<file path="config.mk">
export PLATFORM = sky130hd
export DESIGN_NAME = sram_array_ctrl
export DESIGN_NICKNAME = d
export VERILOG_FILES = /design/src/rtl/sram_array_ctrl.sv
export SDC_FILE = /design/constraint.sdc
export NUM_CORES = 1
export LEC_CHECK = 0
export ABC_AREA = 1
export BUFFER_PORTS_ARGS = -buffer_cell sky130_fd_sc_hd__buf_2
export CORE_MARGIN = 2
export CORE_UTILIZATION = 51
export DETAILED_ROUTE_END_ITERATION = 12
export GPL_TIMING_DRIVEN = 0
export PLACE_DENSITY = 0.83
export SLEW_MARGIN = 10
export SYNTH_ARGS = -nofsm -noshare
export SYNTH_HDL_FRONTEND = slang
export SYNTH_SLANG_ARGS = --single-unit
</file>
<file path="constraint.sdc">
create_clock -name clk -period 2.3 [get_ports clk]
set_input_delay 0.46 -clock clk [delete_from_list [all_inputs] [get_ports clk]]
set_output_delay 0.46 -clock clk [all_outputs]
set_load 0.02 [all_outputs]
</file>
<file path="src/rtl/sram_array_ctrl.sv">
// sram_array_ctrl: single-port 6T SRAM array sequencer with registered word-line, bit-line and pulse timing
module sram_array_ctrl #(
  parameter int ROWS = 16,
  parameter int ADDR_W = 4,
  parameter int WIDTH = 8,
  parameter int WR_PULSE_CYC = 2,
  parameter int RD_PULSE_CYC = 2
) (
  input  logic              clk,
  input  logic              reset,
  input  logic              req_valid,
  output logic              req_ready,
  input  logic              req_we,
  input  logic [ADDR_W-1:0] req_addr,
  input  logic [WIDTH-1:0]  req_wdata,
  output logic              rsp_valid,
  output logic [WIDTH-1:0]  rsp_rdata,
  output logic              rsp_err,
  output logic [ROWS-1:0]   wl,
  output logic [WIDTH-1:0]  bl1_drv,
  output logic [WIDTH-1:0]  bl2_drv,
  output logic              read_pulse,
  output logic              write_pulse,
  input  logic [WIDTH-1:0]  bl1_sense,
  input  logic [WIDTH-1:0]  bl2_sense
);
  if (WR_PULSE_CYC < 1) begin : g_bad_wr
    $error("WR_PULSE_CYC must be >= 1");
  end
  if (RD_PULSE_CYC < 1) begin : g_bad_rd
    $error("RD_PULSE_CYC must be >= 1");
  end
  if ((2 ** ADDR_W) < ROWS) begin : g_bad_addr
    $error("ADDR_W too narrow for ROWS");
  end
  typedef enum logic [2:0] {IDLE, SETUP, WPULSE, RPULSE, HOLD} state_t;
  localparam int MAXC = WR_PULSE_CYC > RD_PULSE_CYC ? WR_PULSE_CYC : RD_PULSE_CYC;
  localparam int CW = $clog2(MAXC + 1);
  localparam logic [ADDR_W:0] ROWS_L = (ADDR_W + 1)'(ROWS);
  state_t state, nxt;
  logic [CW-1:0] cnt;
  logic we_q, err_q, accept, in_range, wr_last, rd_last;
  assign req_ready = state == IDLE;
  assign accept = req_valid && req_ready;
  assign in_range = {1'b0, req_addr} < ROWS_L;
  assign wr_last = cnt == CW'(WR_PULSE_CYC - 1);
  assign rd_last = cnt == CW'(RD_PULSE_CYC - 1);
  always_comb begin
    nxt = state == IDLE   ? (accept && in_range ? SETUP : IDLE)
        : state == SETUP  ? (we_q ? WPULSE : RPULSE)
        : state == WPULSE ? (wr_last ? HOLD : WPULSE)
        : state == RPULSE ? (rd_last ? HOLD : RPULSE)
        : IDLE;
  end
  always_ff @(posedge clk) state <= reset ? IDLE : nxt;
  // Array-side outputs are registered from next state so the cells never see req_* combinationally
  always_ff @(posedge clk) begin
    if (reset) begin
      cnt <= '0;
      we_q <= 1'b0;
      err_q <= 1'b0;
      wl <= '0;
      bl1_drv <= '0;
      bl2_drv <= '0;
      read_pulse <= 1'b0;
      write_pulse <= 1'b0;
      rsp_valid <= 1'b0;
      rsp_err <= 1'b0;
      rsp_rdata <= '0;
    end else begin
      cnt <= nxt == state ? cnt + 1'b1 : '0;
      write_pulse <= nxt == WPULSE;
      read_pulse <= nxt == RPULSE;
      rsp_valid <= state == HOLD || (accept && !in_range);
      rsp_err <= (state == HOLD && err_q) || (accept && !in_range);
      if (accept && in_range) begin
        we_q <= req_we;
        err_q <= 1'b0;
        wl <= ROWS'(1) << req_addr;
        bl1_drv <= req_we ? req_wdata : '0;
        bl2_drv <= req_we ? ~req_wdata : '0;
      end else if (state == HOLD) begin
        wl <= '0;
        bl1_drv <= '0;
        bl2_drv <= '0;
      end
      if (state == RPULSE && rd_last) begin
        rsp_rdata <= bl1_sense;
        err_q <= |(bl1_sense ~^ bl2_sense);
      end
    end
  end
endmodule

</file>
* Word level (Yosys, flattened, before mapping) *
Cells that the tools add are included.

word-level totals
  register bits = 51
  bits of input ports = 32

cells by class
  $add $sub $neg = 1
  equality and inequality tests = 8
  shift-type cells = 1
  multiplexer cells = 17
  bitwise logic cells = 3
  reductions and logical operators = 8

operator list
  operator                                              count
  2-to-1 mux 8 bit                                      5
  2-to-1 mux 16 bit                                     2
  2-to-1 mux 3 bit                                      6
  << shifter 1 x 4 -> 16 bit (first input constant)     1
  equality test 3 x 2 -> 1 bit (second input constant)  4
  NOT 8 bit                                             1
  OR reduction 8 bit                                    1
  bitwise XNOR 8 bit                                    1
  2-to-1 mux 1 bit                                      4
  nonzero test 2 bit                                    2
  equality test 3 x 1 -> 1 bit (second input constant)  1
  equality test 3 bit                                   1
  equality test 3 bit (second input constant)           1
  logical AND 1 bit                                     3
  logical NOT 3 bit                                     1
  adder 2 x 1 -> 2 bit (second input constant)          1
  equality test 2 x 1 -> 1 bit (second input constant)  1
  OR reduction 2 bit                                    1
  NOT 1 bit                                             1

* Logic depth before layout (Yosys ltp) *
Gate-level depths: netlist of the first run.

  depth in word-level cells = 9
  depth in mapped cells = 8
  depth with buffers taken out = 8

* Worst setup path before layout of the first run *
Ideal clock, no wire load.

  path kind = in2reg
  start = input port reset
  end = register bl1_drv[0]
  setup time = 132 ps
  arrival time = 1054 ps
  path slack = 1114 ps
  stages = 3
  cell sequence = clkbuf_1 clkbuf_1 a21oi_1

RTL lines
  item                    line  text
  start: declaration      10    input logic reset,
  end signal: assignment  80    bl1_drv <= req_we ? req_wdata : '0;
  end: declaration        20    output logic [WIDTH-1:0] bl1_drv,

No word-level cell between the ends.

* Final worst setup path of the first run *
  start = register state[2]
  end = output port req_ready

on the way
  cells in the longest elaborated chain, start to end = 1

RTL lines
  item                      line  text
  start: declaration        40    state_t state, nxt;
  start signal: assignment  55    always_ff @(posedge clk) state <= reset ? IDLE : nxt;
  logical NOT 3 bit         43    assign req_ready = state == IDLE;
  end: declaration          12    output logic req_ready,

Every way passes these cells.

==> impl_metrics.toml, run 1 <==
[flow_run]
maxCapViolations = 0

[timing]
fin_skew_ns = 0.00476
fmaxAchievable_mhz = 619
layout_min_cycle_time_ns = 1.62
slew-limit-headroom = 0.697
worst_pin_slew_ns = 0.454
rsz0062_at_grt = "false"
setup_tns_ns = 0
slew_viol_final = 0
fin_crit_sh = 0.702
setup_violations = 0
hold_viol = 0

[die]
die_h_um = 66.7
coreArea_um2 = 3720
die_w_um = 66.7
io_pins = 77
die_area_um2 = 4440
fp-row-count = 22
initial_core_util = 0.539

[pwr]
totalPowerFinal_mw = 1.89
power_density_nw_per_um2 = 740
irDropWorstVdd_v = 0.000362
p_leak_nw = 1.22

[routing]
drt-pass1-iter-count = 4
vias = 1975
finalWirelength_mm = 4.64
ant_nets = 0
drt_iter0_drc = 124
wire_per_inst_um = 11.6
route.detailed.drc = 0
avgViaCountPerCell = 4.93

[synth]
ys_types = 25
ys.warnings.count = 0
yosysSeqAreaShare = 0.510
syn_inst = 270
syn_avg_cell_area_um2 = 7.41
ys_ff_latch = 51
syn-num-nets = 303
synth_area_um2 = 2000

[placed_design]
gp_congestion = 0.805
dp_hpwl_mm = 3.36
io_buffer_count = 75

[critical_path]
end_kind = "output port"
path_class = "reg2out"
worst_ep_arrival_time_ns = 1.16
cpPeakStageDelay_ns = 0.45
crit_path_cell_trace = "inv_1 -> nand2_1 -> inv_1 -> buf_2"
cp_common_cell = "inv_1"
worstPathMaxFanout = 6
slowest_stage = "dfxtp_1"
cp-start-kind = "register"
cp.required_ns = 1.84

[cts]
cts_buffers = 5
clk_latency_ns = 0.31
clockRootBuffer = "clkbuf_8"
htreeDepth = 2
cts.clk_slew.worst_paths_ns = 0.09
cts_setup_buffers = 0
cts-resized-gates = 0
tritoncts = "built"
cts_sinks = 51
cts_buffer_depth = 2
cts_hold_buf = 0

[final_layout]
layout.nets = 385
area.growth.synth_to_final_pct = 27.8
diodes = 0
drive_above_1_share = 0.266

[hold_path]
hold_path_class = "in2reg"

[global_routing]
gr-total-overflow = 0
grtUsageTotal = 0.224
grt_pass1_wl_mm = 7.47
antenna_found_initial = 0
grt_pass1_vias = 1809
grt_max_degree = 17

[run_status]
status = "finished, final reports clean"
==> power by group <==
part / leakage (nW) / total (mW) / internal (mW) / switching [mW]
combinational: 0.744 / 0.293 / 0.100 / 0.192
clock: 0.0618 / 0.659 / 0.358 / 0.301
sequential: 0.413 / 0.942 / 0.920 / 0.0222
==> synthesized netlist by cell type <==
cell type  count  area share
o211ai_1       1      0.0038
nand3_1       19       0.047
xor2_1         2      0.0088
clkbuf_1       5      0.0094
nor2_4         1      0.0056
inv_1         16       0.030
inv_2          1      0.0019
o21ai_0       12       0.030
nor3_2         1      0.0050
nor3_1         1      0.0025
and3_1         1      0.0031
nor2_1        39       0.073
dfxtp_1       51        0.51
o21ai_1        1      0.0025
clkinv_1       1      0.0019
buf_4          3       0.011
nand3b_1       1      0.0038
nor3b_1        1      0.0038
ha_1           1      0.0062
nand3_2        1      0.0050
a21oi_1       36       0.090
nor2_2         1      0.0031
nand2_1       70        0.13
o22ai_1        1      0.0031
buf_2          3      0.0075
==> path summary, 6_finish.rpt <==
| kind | startpoint | endpoint | slack (ns) | cells past startpoint |
|---|---|---|---|---|
| max | state[2] | req_ready | 0.68 | 4 |
| min | req_wdata[2] | bl1_drv[2] | 0.40 | 3 |
| max reg2reg | state[1] | bl1_drv[7] | 0.95 | 5 |
| min reg2reg | cnt[0] | cnt[0] | 0.43 | 1 |
==> per-layer routing <==
layer,GRT usage,vias up,part of all wire
met2,0.378,61,0.46
met3,0.0676,7,0.060
met4,0.0944,0,0.020
met1,0.263,872,0.46
met5,0,-,0
li1,-,1035,-
==> cells by family (layout without fill, tap and decap cells) <==
| group | after synthesis | in the layout | synth area share |
|---|---|---|---|
| AO/OA/AOI/OAI | 51 | 51 | 0.129 |
| XOR/XNOR | 2 | 2 | 0.00875 |
| adder cells (fa/ha/maj) | 1 | 1 | 0.00625 |
| buffers and inverters | 29 | 112 | 0.0619 |
| flip-flops | 51 | 51 | 0.510 |
| AND/OR/NAND/NOR | 136 | 136 | 0.284 |
==> critical path: cells and delay by family (launching register included) <==
kind | cells | cell delay, ns
and+or+nand+nor | 1 | 0.09
DFF | 1 | 0.45
buffers and inverters | 3 | 0.32
==> cell type report <==
class	instances	area, um2
Buffer	11	56.3
Timing Repair Buffer	75	375
Tap cell	48	60.1
Multi-Input combinational cell	190	857
Clock buffer	6	82.6
Inverter	18	67.6
Fill cell	331	1160
Clock inverter	2	38.8
Sequential cell	51	1020
==> registers in the layout (all words and copies together) (netlist names), 2 cells and up <==
register,cells
bl2_drv,8
bl1_drv,8
cnt,2
rsp_rdata,8
state,3
wl,16
==> cell usage in the layout, fill, tap and decap left out, types with 2 or more instances in the layout <==
cell type / instances
buf_2: 78
nand2_1: 70
dfxtp_1: 51
nor2_1: 39
a21oi_1: 36
nand3_1: 19
inv_1: 16
o21ai_0: 12
clkbuf_8: 6
clkbuf_1: 5
buf_4: 3
xor2_1: 2
==> through the flow <==
| stage | utilization | cells | hold WS, ns | setup WS, ns | instance area (um2) |
|---|---|---|---|---|---|
| global placement | 0.656 | 393 | 0.409 | 0.747 | 2440 |
| floorplan | - | 270 | 0.398 | 1.11 | 2000 |
| CTS | 0.689 | 401 | 0.392 | 0.682 | 2560 |
| finish | 0.689 | 401 | 0.397 | 0.685 | 2560 |
| global route | 0.689 | 401 | 0.401 | 0.604 | 2560 |
| detailed placement | 0.656 | 393 | 0.414 | 0.738 | 2440 |
No activity file was read; power rests on OpenSTA's default activity.
==> inputs of run 2 (changes only) <==
ABC_AREA = 0   (was 1)
CORE_UTILIZATION = 49   (was 51)
PLACE_DENSITY = 0.79   (was 0.83)
clock period = 1.6 ns   (was 2.3 ns; I/O delays follow)
==> impl_metrics.toml, run 2 <==
[critical_path]
crit_path_cell_trace = "or2_4 -> nor2_4 -> buf_6"
worstPathMaxFanout = 4
cp-start-kind = "register"
cp.required_ns = 1.28
path_class = "reg2out"
cpPeakStageDelay_ns = 0.37
slowest_stage = "dfxtp_4"
worst_ep_arrival_time_ns = 1.16
end_kind = "output port"

[final_layout]
diodes = 0
area.growth.synth_to_final_pct = 27.2
layout_commonest_cell = "buf_2"
final_cell_mix = "buf_2, dfxtp_1, a21oi_1"
layout.nets = 354
final_util = 0.658
largest_reg_flops = 16
drive_above_1_share = 0.304
final_cells = 372
largest-register = "wl"

[placed_design]
gp_congestion = 0.784
dp_hpwl_mm = 3.61
pre_cts_slack_ns = -0.0478
dp_cells = 361
io_buffer_count = 72

[timing]
setup_violations = 0
hold_slack_ns = 0.270
hold_viol = 0
fin_ws_ns = 0.120
slew_viol_final = 0
fin_skew_ns = 0.00634
rsz0062_at_grt = "false"
worst_pin_slew_ns = 0.514
fin_crit_sh = 0.925
fmaxAchievable_mhz = 676
layout_min_cycle_time_ns = 1.48
slew-limit-headroom = 0.656

[die]
die_area_um2 = 4860
fp-row-count = 23
coreArea_um2 = 4090
initial_core_util = 0.517
die_h_um = 69.7
io_pins = 77
die_w_um = 69.7

[global_routing]
antenna_found_initial = 0
grtUsageTotal = 0.202
grt_pass1_vias = 1796
gr-total-overflow = 0
grt_max_degree = 15
grt_pass1_wl_mm = 8.11

[synth]
synth_top_area_cell = "dfxtp_1"
synth_area_um2 = 2110
yosysSeqAreaShare = 0.483
syn_inst = 239
syn_avg_cell_area_um2 = 8.85
async_flop_share = 0
synth_edf_count = 0
ys_ff_latch = 51
synth_common_cells = "dfxtp_1, a21oi_1, o21ai_0, nand2_1, clkbuf_1"
ys.warnings.count = 0
yosysMostFrequentCell = "dfxtp_1"
syn-num-nets = 272
ys_types = 30
synth_top_area_share = 0.483
synth_ff_type = "dfxtp_1"
synth_top_cells_by_area = "dfxtp_1, a21oi_1, o21ai_0, nand4b_1, xor2_1"

[routing]
ant_nets = 0
route.detailed.drc = 0
vias = 2014
wire_per_inst_um = 13.3
avgViaCountPerCell = 5.41
finalWirelength_mm = 4.93
drt-pass1-iter-count = 5
drt_iter0_drc = 105

[cts]
cts.clk_slew.worst_paths_ns = 0.08
tritoncts = "built"
htreeDepth = 2
clk_latency_ns = 0.30
cts_sinks = 51
cts_buffers = 5
cts_buffer_depth = 2
clockRootBuffer = "clkbuf_8"

[pwr]
irDropWorstVdd_v = 0.000486
totalPowerFinal_mw = 2.63
power_density_nw_per_um2 = 977
p_leak_nw = 1.14

[flow_run]
maxCapViolations = 0

[run_status]
status = "finished, final reports clean"

[hold_path]
hold_path_class = "in2reg"
[run 2: area by class of cell]
type	instances	area [um2]
fillers	354	1400
flip-flops and latches	51	1030
multi-input cells	162	971
plain buffers	20	104
repair buffers	78	412
clock buffers	8	100
inverters	3	11.3
well taps	50	62.6
[run 2: final timing paths]
path,startpoint,to,slack [ns],depth (start not counted)
worst max register to register,state[2],wl[10],0.13,5
worst min register to register,cnt[0],cnt[0],0.43,1
worst min-delay path,bl1_sense[0],rsp_rdata[0],0.27,3
worst max-delay path,state[0],req_ready,0.12,3
[run 2: timing repair]
action,CTS,global route
resized for setup,11,5
buffers inserted,3,3
setup endpoints to repair,1,6
pin swaps,1,2
hold buffers,0,0
gates cloned,0,0
[run 2: power by group]
part	leakage [nW]	switching (mW)	internal, mW
Combinational	0.676	0.289	0.198
Clock	0.0515	0.400	0.395
Sequential	0.415	0.0259	1.32
Total	1.14	0.715	1.91
[run 2: critical path, delay by kind of cell, from the launching register on]
family	cells	cell delay [ns]
AND/OR/NAND/NOR	2	0.38
buffers and inverters	1	0.12
flip-flops	1	0.37
[run 2: kinds of logic (layout without fill, tap and decap cells)]
kind of cell,after synthesis,in the layout,synth area share
AOI/OAI and AO/OA,77,77,0.187
xor gates and xnor gates,8,8,0.0331
adders and majority gates,1,1,0.00592
buffers and inverters,26,109,0.0627
DFF,51,51,0.483
muxes,2,2,0.00947
and+or+nand+nor,74,74,0.219
[run 2: routing by layer]
layer  track usage  part of all wire  vias up
met1         0.256              0.45      931
met5             0                 0        -
met4        0.0598             0.013        0
met3        0.0625             0.074        7
li1              -                 -     1007
met2         0.332              0.46       69
[run 2: through the flow]
step	cell area (um2)	TNS, ns
after floorplan	2110	0
after global placement	2540	-0.0333
after detailed placement	2540	-0.0478
after CTS	2680	0
after global routing	2690	0
final	2690	0
